<file path="src/rtl/cola_comandos_botones_if.sv">
// Consumer-facing side of the button command queue.
//
// Signals:
//   leer       pop strobe, one cycle per pop (driven by the consumer)
//   comando    head code, 0 when the queue is empty
//   vacio      queue empty
//   lleno      queue full
//   desbordes  saturating count of dropped presses
//
// Modports:
//   master  the queue, which drives comando/vacio/lleno/desbordes
//   slave   the consumer, which drives leer
interface cola_comandos_botones_if;
    logic       leer;
    logic [2:0] comando;
    logic       vacio;
    logic       lleno;
    logic [7:0] desbordes;

    modport master (input leer, output comando, vacio, lleno, desbordes);
    modport slave  (output leer, input comando, vacio, lleno, desbordes);
endinterface

</file>
<file path="src/rtl/cola_comandos_botones.sv">
// Button command queue: the producer end of the direction stream that feeds
// the snake movement state machine. The five raw buttons are synchronized
// and debounced. Each press is encoded into a 3-bit code and buffered in a
// small FIFO that the consumer pops one code at a time.
//
// Codes: 0 none/empty, 1 up, 2 down, 3 left, 4 right, 5 pause.
//
// Ports:
//   clk        system clock
//   rst        asynchronous active-high reset
//   arriba     raw up button, asynchronous
//   abajo      raw down button, asynchronous
//   izquierda  raw left button, asynchronous
//   derecha    raw right button, asynchronous
//   pausa      raw pause button, asynchronous
//   bus        queue interface (master side): leer in;
//              comando, vacio, lleno, desbordes out
//
// Parameters:
//   DEPTH       FIFO entries, power of two, 2..16
//   DEB_CYCLES  consecutive stable cycles needed to accept a level change
//
// Optional build macro:
//   FILTRO_REPETIDOS_EN  drops a direction code that equals the most recently
//                        enqueued code. Pause is never filtered, and enqueuing
//                        a pause clears the memory of the last code.
module cola_comandos_botones #(
    parameter int DEPTH      = 4,
    parameter int DEB_CYCLES = 1000000
) (
    input  logic clk,
    input  logic rst,
    input  logic arriba,
    input  logic abajo,
    input  logic izquierda,
    input  logic derecha,
    input  logic pausa,
    cola_comandos_botones_if.master bus
);

    localparam int PW = (DEPTH > 1) ? $clog2(DEPTH) : 1;
    localparam int CW = (DEB_CYCLES > 1) ? $clog2(DEB_CYCLES) : 1;
    localparam logic [CW-1:0] CNT_FIN   = CW'(DEB_CYCLES - 1);
    localparam logic [PW:0]   CNT_LLENO = (PW + 1)'(DEPTH);

    // Bit order: 0 arriba, 1 abajo, 2 izquierda, 3 derecha, 4 pausa
    logic [4:0]    boton_raw;
    logic [4:0]    sync1;
    logic [4:0]    sync2;
    logic [4:0]    estable;
    logic [4:0]    estable_d;
    logic [4:0]    armado;
    logic [1:0]    arranque;
    logic [CW-1:0] cnt_deb [5];
    logic [4:0]    evento;

    logic [2:0]    codigo;
    logic          repetido;
    logic          push_req;
    logic          push;
    logic          pop;
    logic          descarte;

    logic [2:0]    mem [DEPTH];
    logic [PW-1:0] head;
    logic [PW-1:0] tail;
    logic [PW:0]   count;
    logic [7:0]    desbordes;
    logic          vacio;
    logic          lleno;

    assign boton_raw = {pausa, derecha, izquierda, abajo, arriba};

    // Synchronizer, debounce and press arming.
    // A button only becomes armed once the synchronizer has been filled after
    // reset and the button is seen low. A button held through reset therefore
    // produces no press until it is released and pressed again.
    always_ff @(posedge clk or posedge rst) begin
        if (rst) begin
            sync1     <= '0;
            sync2     <= '0;
            estable   <= '0;
            estable_d <= '0;
            armado    <= '0;
            arranque  <= '0;
            for (int i = 0; i < 5; i++) begin
                cnt_deb[i] <= '0;
            end
        end else begin
            sync1     <= boton_raw;
            sync2     <= sync1;
            estable_d <= estable;
            arranque  <= {arranque[0], 1'b1};
            for (int i = 0; i < 5; i++) begin
                if (sync2[i] == estable[i]) begin
                    cnt_deb[i] <= '0;
                end else if (cnt_deb[i] == CNT_FIN) begin
                    estable[i] <= sync2[i];
                    cnt_deb[i] <= '0;
                end else begin
                    cnt_deb[i] <= cnt_deb[i] + 1'b1;
                end
                if (arranque[1] && !sync2[i] && !estable[i]) begin
                    armado[i] <= 1'b1;
                end
            end
        end
    end

    // One-cycle press events on the rising edge of the debounced level
    assign evento = estable & ~estable_d & armado;

    // Priority: pausa > arriba > abajo > izquierda > derecha.
    // Lower-priority events in the same cycle are simply lost.
    always_comb begin
        codigo = 3'd0;
        if (evento[4])      codigo = 3'd5;
        else if (evento[0]) codigo = 3'd1;
        else if (evento[1]) codigo = 3'd2;
        else if (evento[2]) codigo = 3'd3;
        else if (evento[3]) codigo = 3'd4;
    end

`ifdef FILTRO_REPETIDOS_EN
    // ultimo never holds 5, so a pause can never match and be filtered
    logic [2:0] ultimo;

    assign repetido = (codigo != 3'd0) && (codigo == ultimo);

    always_ff @(posedge clk or posedge rst) begin
        if (rst) begin
            ultimo <= 3'd0;
        end else if (push) begin
            ultimo <= (codigo == 3'd5) ? 3'd0 : codigo;
        end
    end
`else
    assign repetido = 1'b0;
`endif

    assign vacio    = (count == '0);
    assign lleno    = (count == CNT_LLENO);
    assign push_req = (codigo != 3'd0) && !repetido;
    assign pop      = bus.leer && !vacio;
    // When full, a pop in the same cycle frees the slot the push needs
    assign push     = push_req && (!lleno || pop);
    assign descarte = push_req && lleno && !pop;

    always_ff @(posedge clk or posedge rst) begin
        if (rst) begin
            head      <= '0;
            tail      <= '0;
            count     <= '0;
            desbordes <= '0;
            for (int i = 0; i < DEPTH; i++) begin
                mem[i] <= 3'd0;
            end
        end else begin
            if (push) begin
                mem[tail] <= codigo;
                tail      <= tail + 1'b1;
            end
            if (pop) begin
                head <= head + 1'b1;
            end
            unique case ({push, pop})
                2'b10:   count <= count + 1'b1;
                2'b01:   count <= count - 1'b1;
                default: count <= count;
            endcase
            if (descarte && (desbordes != 8'hFF)) begin
                desbordes <= desbordes + 1'b1;
            end
        end
    end

    assign bus.comando   = vacio ? 3'd0 : mem[head];
    assign bus.vacio     = vacio;
    assign bus.lleno     = lleno;
    assign bus.desbordes = desbordes;

endmodule

</file>
<file path="src/flat_wrapper.sv">
// flat-port wrapper written by rule: the top's interface ports become plain ports
module cola_comandos_botones_flat 
#(
    parameter int DEPTH      = 4,
    parameter int DEB_CYCLES = 1000000
)
  (clk, rst, arriba, abajo, izquierda, derecha, pausa, bus_leer, bus_comando, bus_vacio, bus_lleno, bus_desbordes);
  cola_comandos_botones_if bus_i ();
  input  logic clk;
  input  logic rst;
  input  logic arriba;
  input  logic abajo;
  input  logic izquierda;
  input  logic derecha;
  input  logic pausa;
  input wire logic [$bits(bus_i.leer)-1:0] bus_leer;
  output wire logic [$bits(bus_i.comando)-1:0] bus_comando;
  output wire logic [$bits(bus_i.vacio)-1:0] bus_vacio;
  output wire logic [$bits(bus_i.lleno)-1:0] bus_lleno;
  output wire logic [$bits(bus_i.desbordes)-1:0] bus_desbordes;
  assign bus_i.leer = bus_leer;
  assign bus_comando = bus_i.comando;
  assign bus_vacio = bus_i.vacio;
  assign bus_lleno = bus_i.lleno;
  assign bus_desbordes = bus_i.desbordes;
  cola_comandos_botones #(.DEPTH(DEPTH), .DEB_CYCLES(DEB_CYCLES)) u_core (.clk(clk), .rst(rst), .arriba(arriba), .abajo(abajo), .izquierda(izquierda), .derecha(derecha), .pausa(pausa), .bus(bus_i));
endmodule
</file>
<file path="config.mk">
export PLATFORM = sky130hd
export DESIGN_NAME = cola_comandos_botones_flat
export DESIGN_NICKNAME = d
export VERILOG_FILES = /design/src/rtl/cola_comandos_botones_if.sv /design/src/rtl/cola_comandos_botones.sv /design/src/flat_wrapper.sv
export SDC_FILE = /design/constraint.sdc
export NUM_CORES = 1
export LEC_CHECK = 0
export CELL_PAD_IN_SITES_DETAIL_PLACEMENT = 0
export CELL_PAD_IN_SITES_GLOBAL_PLACEMENT = 1
export CORE_ASPECT_RATIO = 1.4
export CORE_MARGIN = 1
export CORE_UTILIZATION = 35
export CTS_CLUSTER_DIAMETER = 30
export DETAILED_ROUTE_END_ITERATION = 12
export PLACE_DENSITY = 0.71
export SLEW_MARGIN = 30
export SYNTH_ARGS = -nofsm -noshare
export SYNTH_HDL_FRONTEND = slang
export SYNTH_SLANG_ARGS = --single-unit
</file>
<file path="constraint.sdc">
create_clock -name clk -period 11.38 [get_ports clk]
set_clock_uncertainty 0.05 [all_clocks]
set_input_delay 1.707 -clock clk [delete_from_list [all_inputs] [get_ports clk]]
set_output_delay 1.707 -clock clk [all_outputs]
set_load 0.005 [all_outputs]
</file>
Word-level counts from Yosys, hierarchy flattened
Index checks and enable logic that the tools add are counted.
- bits in registers: 154
- bits of input ports: 8
- output and inout bits: 13
- word-level logic and storage cells: 125
- add/subtract/negate cells: 10
- order comparisons: 3
- equal/unequal tests: 14
- mux-type cells: 23
- bitwise operators: 10
- reductions and logical operators: 38
- operator list (cell ; count):
    $mux W20 ; 10
    $add A20 B1 Y20 const B ; 5
    $eq A20 B20 Y1 const B ; 5
    $mux W3 ; 9
    $logic_and A1 B1 Y1 ; 16
    $logic_not A1 Y1 ; 13
    $bwmux W12 ; 1
    $and A5 B5 Y5 ; 2
    $reduce_and A2 Y1 ; 5
    $add A8 B1 Y8 const B ; 1
    $ne A8 B8 Y1 const B ; 1
    $bmux W3 S2 ; 1
    $demux W3 S2 ; 1
    $ge A3 B3 Y1 const B ; 2
    $not A2 Y3 ; 2
    $pmux W3 S2 ; 1
    $eq A1 B1 Y1 ; 5
    $not A1 Y1 ; 5
    $not A5 Y5 ; 1
    $add A2 B1 Y2 const B ; 2
    $add A3 B1 Y3 const B ; 1
    $eq A3 B3 Y1 const B ; 1
    $logic_not A3 Y1 ; 1
    $lt A3 B1 Y1 const B ; 1
    6 further kinds ; 6

Longest topological paths before layout
- word-level depth: 12
- depth in mapped cells: 9
- mapped depth without buffers: 9

Least setup slack after synthesis
Ideal clock, no wire load.
- kind: input-to-reg
- start point: in bus_leer
- end point: reg u_core.count[2]
- setup time: 0.079 ns
- data arrival time: 3.575 ns
- data required time: 11.251 ns
- setup slack: 7.676 ns
- stages on the path: 9
- path buffers: 1
- path through: or4b_1 -> clkbuf_1 -> o21ai_0 -> ha_1 -> inv_1 -> fa_1 -> xor2_1 -> nor2_1 -> xor2_1
- longest elaborated chain between the ends: 5
- ends and longest elaborated chain (what ; RTL line ; RTL):
    from (decl) ; flat_wrapper.sv:16 ; input wire logic [$bits(bus_i.leer)-1:0] bus_leer;
    $logic_and A1 B1 Y1 * ; cola_comandos_botones.sv:144 ; assign pop = bus.leer && !vacio;
    $logic_or A1 B1 Y1 ; cola_comandos_botones.sv:146 ; assign push = push_req && (!lleno || pop);
    $logic_and A1 B1 Y1 ; cola_comandos_botones.sv:146 ;
    $eq A2 B1 Y1 or $eq A2 B2 Y1 (tied branches) ; cola_comandos_botones.sv:166 ; unique case ({push, pop})
    $pmux W3 S2 or $reduce_bool A2 Y1 (tied branches) ; - ;
    to (signal assigned) ; cola_comandos_botones.sv:167 ; 2'b10: count <= count + 1'b1;
    to (signal assigned) ; cola_comandos_botones.sv:168 ; 2'b01: count <= count - 1'b1;
    to (signal assigned) ; cola_comandos_botones.sv:169 ; default: count <= count;
    to (decl) ; cola_comandos_botones.sv:67 ; logic [PW:0] count;
Every way passes the cells marked *; elsewhere a longest branch is shown, timed or not.
A chain may end at the register's enable or synchronous reset.

Worst setup path in the final report
Ends and elaborated chain as after synthesis.

==> summary.txt <==
Run status
  • Status: complete, no violations

Setup path
  • Data arrival, critical path: 4.20 ns
  • Req. time, crit path: 11.68 ns
  • Crit Path Max Fanout: 8
  • Setup Crit Path Kind: input port to flop
  • Endpoint class of the critical path: flop
  • CP Launch Type: input port

Clock network
  • CTS H-tree depth: 4
  • CTS tree: done
  • Cts hold-fix bufs: 0
  • Clk buf depth: 2
  • Reg clk slew, reported paths: 0.06 ns
  • Clock sinks: 154
  • Total CTS buffers: 17
  • Clk root buf: clkbuf_16
  • Clk_lat worst skew: 0.42 ns
  • Postcts setup bufs: 0
  • Post-CTS Resized: 0

Routing
  • 1st-iter DRT viols: around 260
  • Final wirelength: 14300 um
  • DR vias/cell: 5.28
  • Drt drc: 0
  • Routed len/inst: 14.3 um
  • Post-DRT Antenna Nets: 0
  • Via count: 5259
  • DR pass1 iterations: 6

Cells and area
  • Most common cell after layout, fill and taps aside: dfrtp_1
  • Post-layout util: 41.3%
  • Filler Cell Count: 1945
  • Nets: 747
  • FF+latch area: slightly below 4000 um^2
  • Layout cells sized above 1: 8.78%
  • P&R area growth vs syn: 16.2%
  • Most frequent cells in the layout: 154 x dfrtp_1, 79 x nor2_1, 45 x nand3_1, 45 x xnor2_1, 40 x nand2_1
  • Antenna cell count: 0
  • Layout Cells excl Fill: 996
  • Multi-input logic area: 3240 um^2

Global routing
  • All-layer global routing usage: between 10% and 20%
  • Global route overflow: 0
  • Largest net degree at the start of global routing: 85
  • Initial antenna violation count: 0
  • Vias in the first global route: 5275
  • First-pass GRT wire length: between 20000 and 25000 um

Synthesis
  • Post-synth EDFFs: 0
  • FF+latch count, synth: about 150
  • Synth unique cells: 46
  • Mapped Nets: 721
  • Main flop type after synthesis: dfrtp_1
  • Syn. warnings: 0
  • Post-synthesis sequential area ratio: 53.1%
  • Cell area after synthesis: just over 7000 um^2
  • Asr flop ratio synth: 100%
  • Post-Syn Instances: ~700
  • Synth Area per Inst: 10.4 um^2

STA
  • WHS: 0.300 ns
  • Worst slew margin: 49.1%
  • RSZ-0062 raised after global routing: no
  • Post-route minimum period: approximately 3.9 ns
  • Sum Neg Setup Slack: 0 ns
  • Fin. Hold Viols: 0
  • Least-Margin Pin Slew: 0.760 ns
  • Tcrit/Tclk final: 34.3%
  • Max Slew Vio Count: 0
  • Final setup vio count: 0
  • Maximum clock rate: 256 MHz

Place
  • Final RePlAce weighted congestion: 0.765
  • Detailed Place HPWL: 9760 um
  • PortBufs: 20
  • Inst Count DP: 964

Pwr
  • Peak supply drop: ~0.094 mV
  • Pwr per Cell Area: 153 nW/um^2
  • Overall Power: 1.29 mW
  • Leak: 3.43 nW

Floorplan
  • Rows: 62
  • IO Pins: 21
  • DIE AREA: between 20000 and 25000 um^2
  • Width of the die: about 120 um
  • Starting Density: between 30% and 40%
  • Core Area: 20400 um^2
  • Die height: 172 um

Min path
  • HP Class: flop to flop

Job
  • Max cap viols: 0
final cells by class:
class	instances	share of cell area (%)
clock buffer	18	5.21
clock inverter	14	2.60
inverter	30	1.39
multi-input combinational	498	38.4
sequential	154	45.7
tap	256	3.80
timing repair buffer	26	2.95
cells in the mapped netlist (all sizes together), types with 14 or more instances:
library cell	number	area (um^2)
or4	20	158
and3	14	87.6
a21oi	34	174
clkbuf	16	60.1
or3	18	113
o21ai	22	110
nor3	20	100
nor4	14	87.6
nand2	40	150
o31ai	17	128
nand4	15	121
nor2	79	297
dfrtp	154	3850
inv	30	113
xnor2	45	394
xor2	31	272
nand3	45	225
report_power, final:
part	total [mW]	leakage (nW)	internal, mW	switching (mW)
Combinational	0.0831	1.07	0.0380	0.0451
Sequential	0.585	2.03	0.564	0.0207
Clock	0.627	0.322	0.397	0.230
worst max-delay path: stages:
cell             delay, ns
clkdlybuf4s50_1       0.42
or4b_1                0.66
o21ai_0               0.27
ha_1                  0.27
inv_1                 0.06
fa_1                  0.37
xor2_1                0.16
nor2_1                0.13
xor2_1                0.16
state kept, by name, indices dropped and copies added (netlist names):
register	flops
u_core.count	3
u_core.sync2	5
u_core.armado	5
u_core.cnt_deb	100
u_core.arranque	2
u_core.mem	12
u_core.tail	2
u_core.sync1	5
u_core.estable_d	5
u_core.estable	5
u_core.bus.desbordes	8
u_core.head	2
cells by family (layout without fill, tap and decap cells):
logic type      after synthesis  in the layout  synth area share, %
mux                          11             11                 2.15
fa+ha+maj                    12             12                 2.17
compound gates              101            101                 8.89
other cells                   1              1               0.0517
buf+inv                      49             88                 2.59
simple gates                297            297                 21.9
xor+xnor                     76             76                 9.17
flops                       154            154                 53.1
per-layer routing:
metal / share of wire, % / global-route usage, %
met1: 42 / 16.8
met2: 53 / 25.9
met3: 2.8 / 3.46
met4: 1.7 / 5.61
met5: 0 / 0
stage by stage:
| step | area, um^2 | worst slack [ns] |
|---|---|---|
| final | 8440 | 7.48 |
| after global routing | 8440 | 7.36 |
| after CTS | 8440 | 7.47 |
| after detailed placement | 7780 | 7.03 |
| after global placement | 7770 | 7.13 |
| after floorplan | 7260 | 5.47 |
path summary, 6_finish.rpt:
kind	from	endpoint	slack [ns]	cells past startpoint
max	bus_leer	u_core.count[2]	7.48	9
min	u_core.sync1[1]	u_core.sync2[1]	0.30	0
max reg2reg	u_core.estable[1]	u_core.count[2]	8.54	9
min reg2reg	u_core.sync1[1]	u_core.sync2[1]	0.30	0
max in group asynchronous	rst	u_core.mem[3]	8.38	3
min in group asynchronous	rst	u_core.sync1[1]	1.70	2
(Power assumes the default switching activity.)
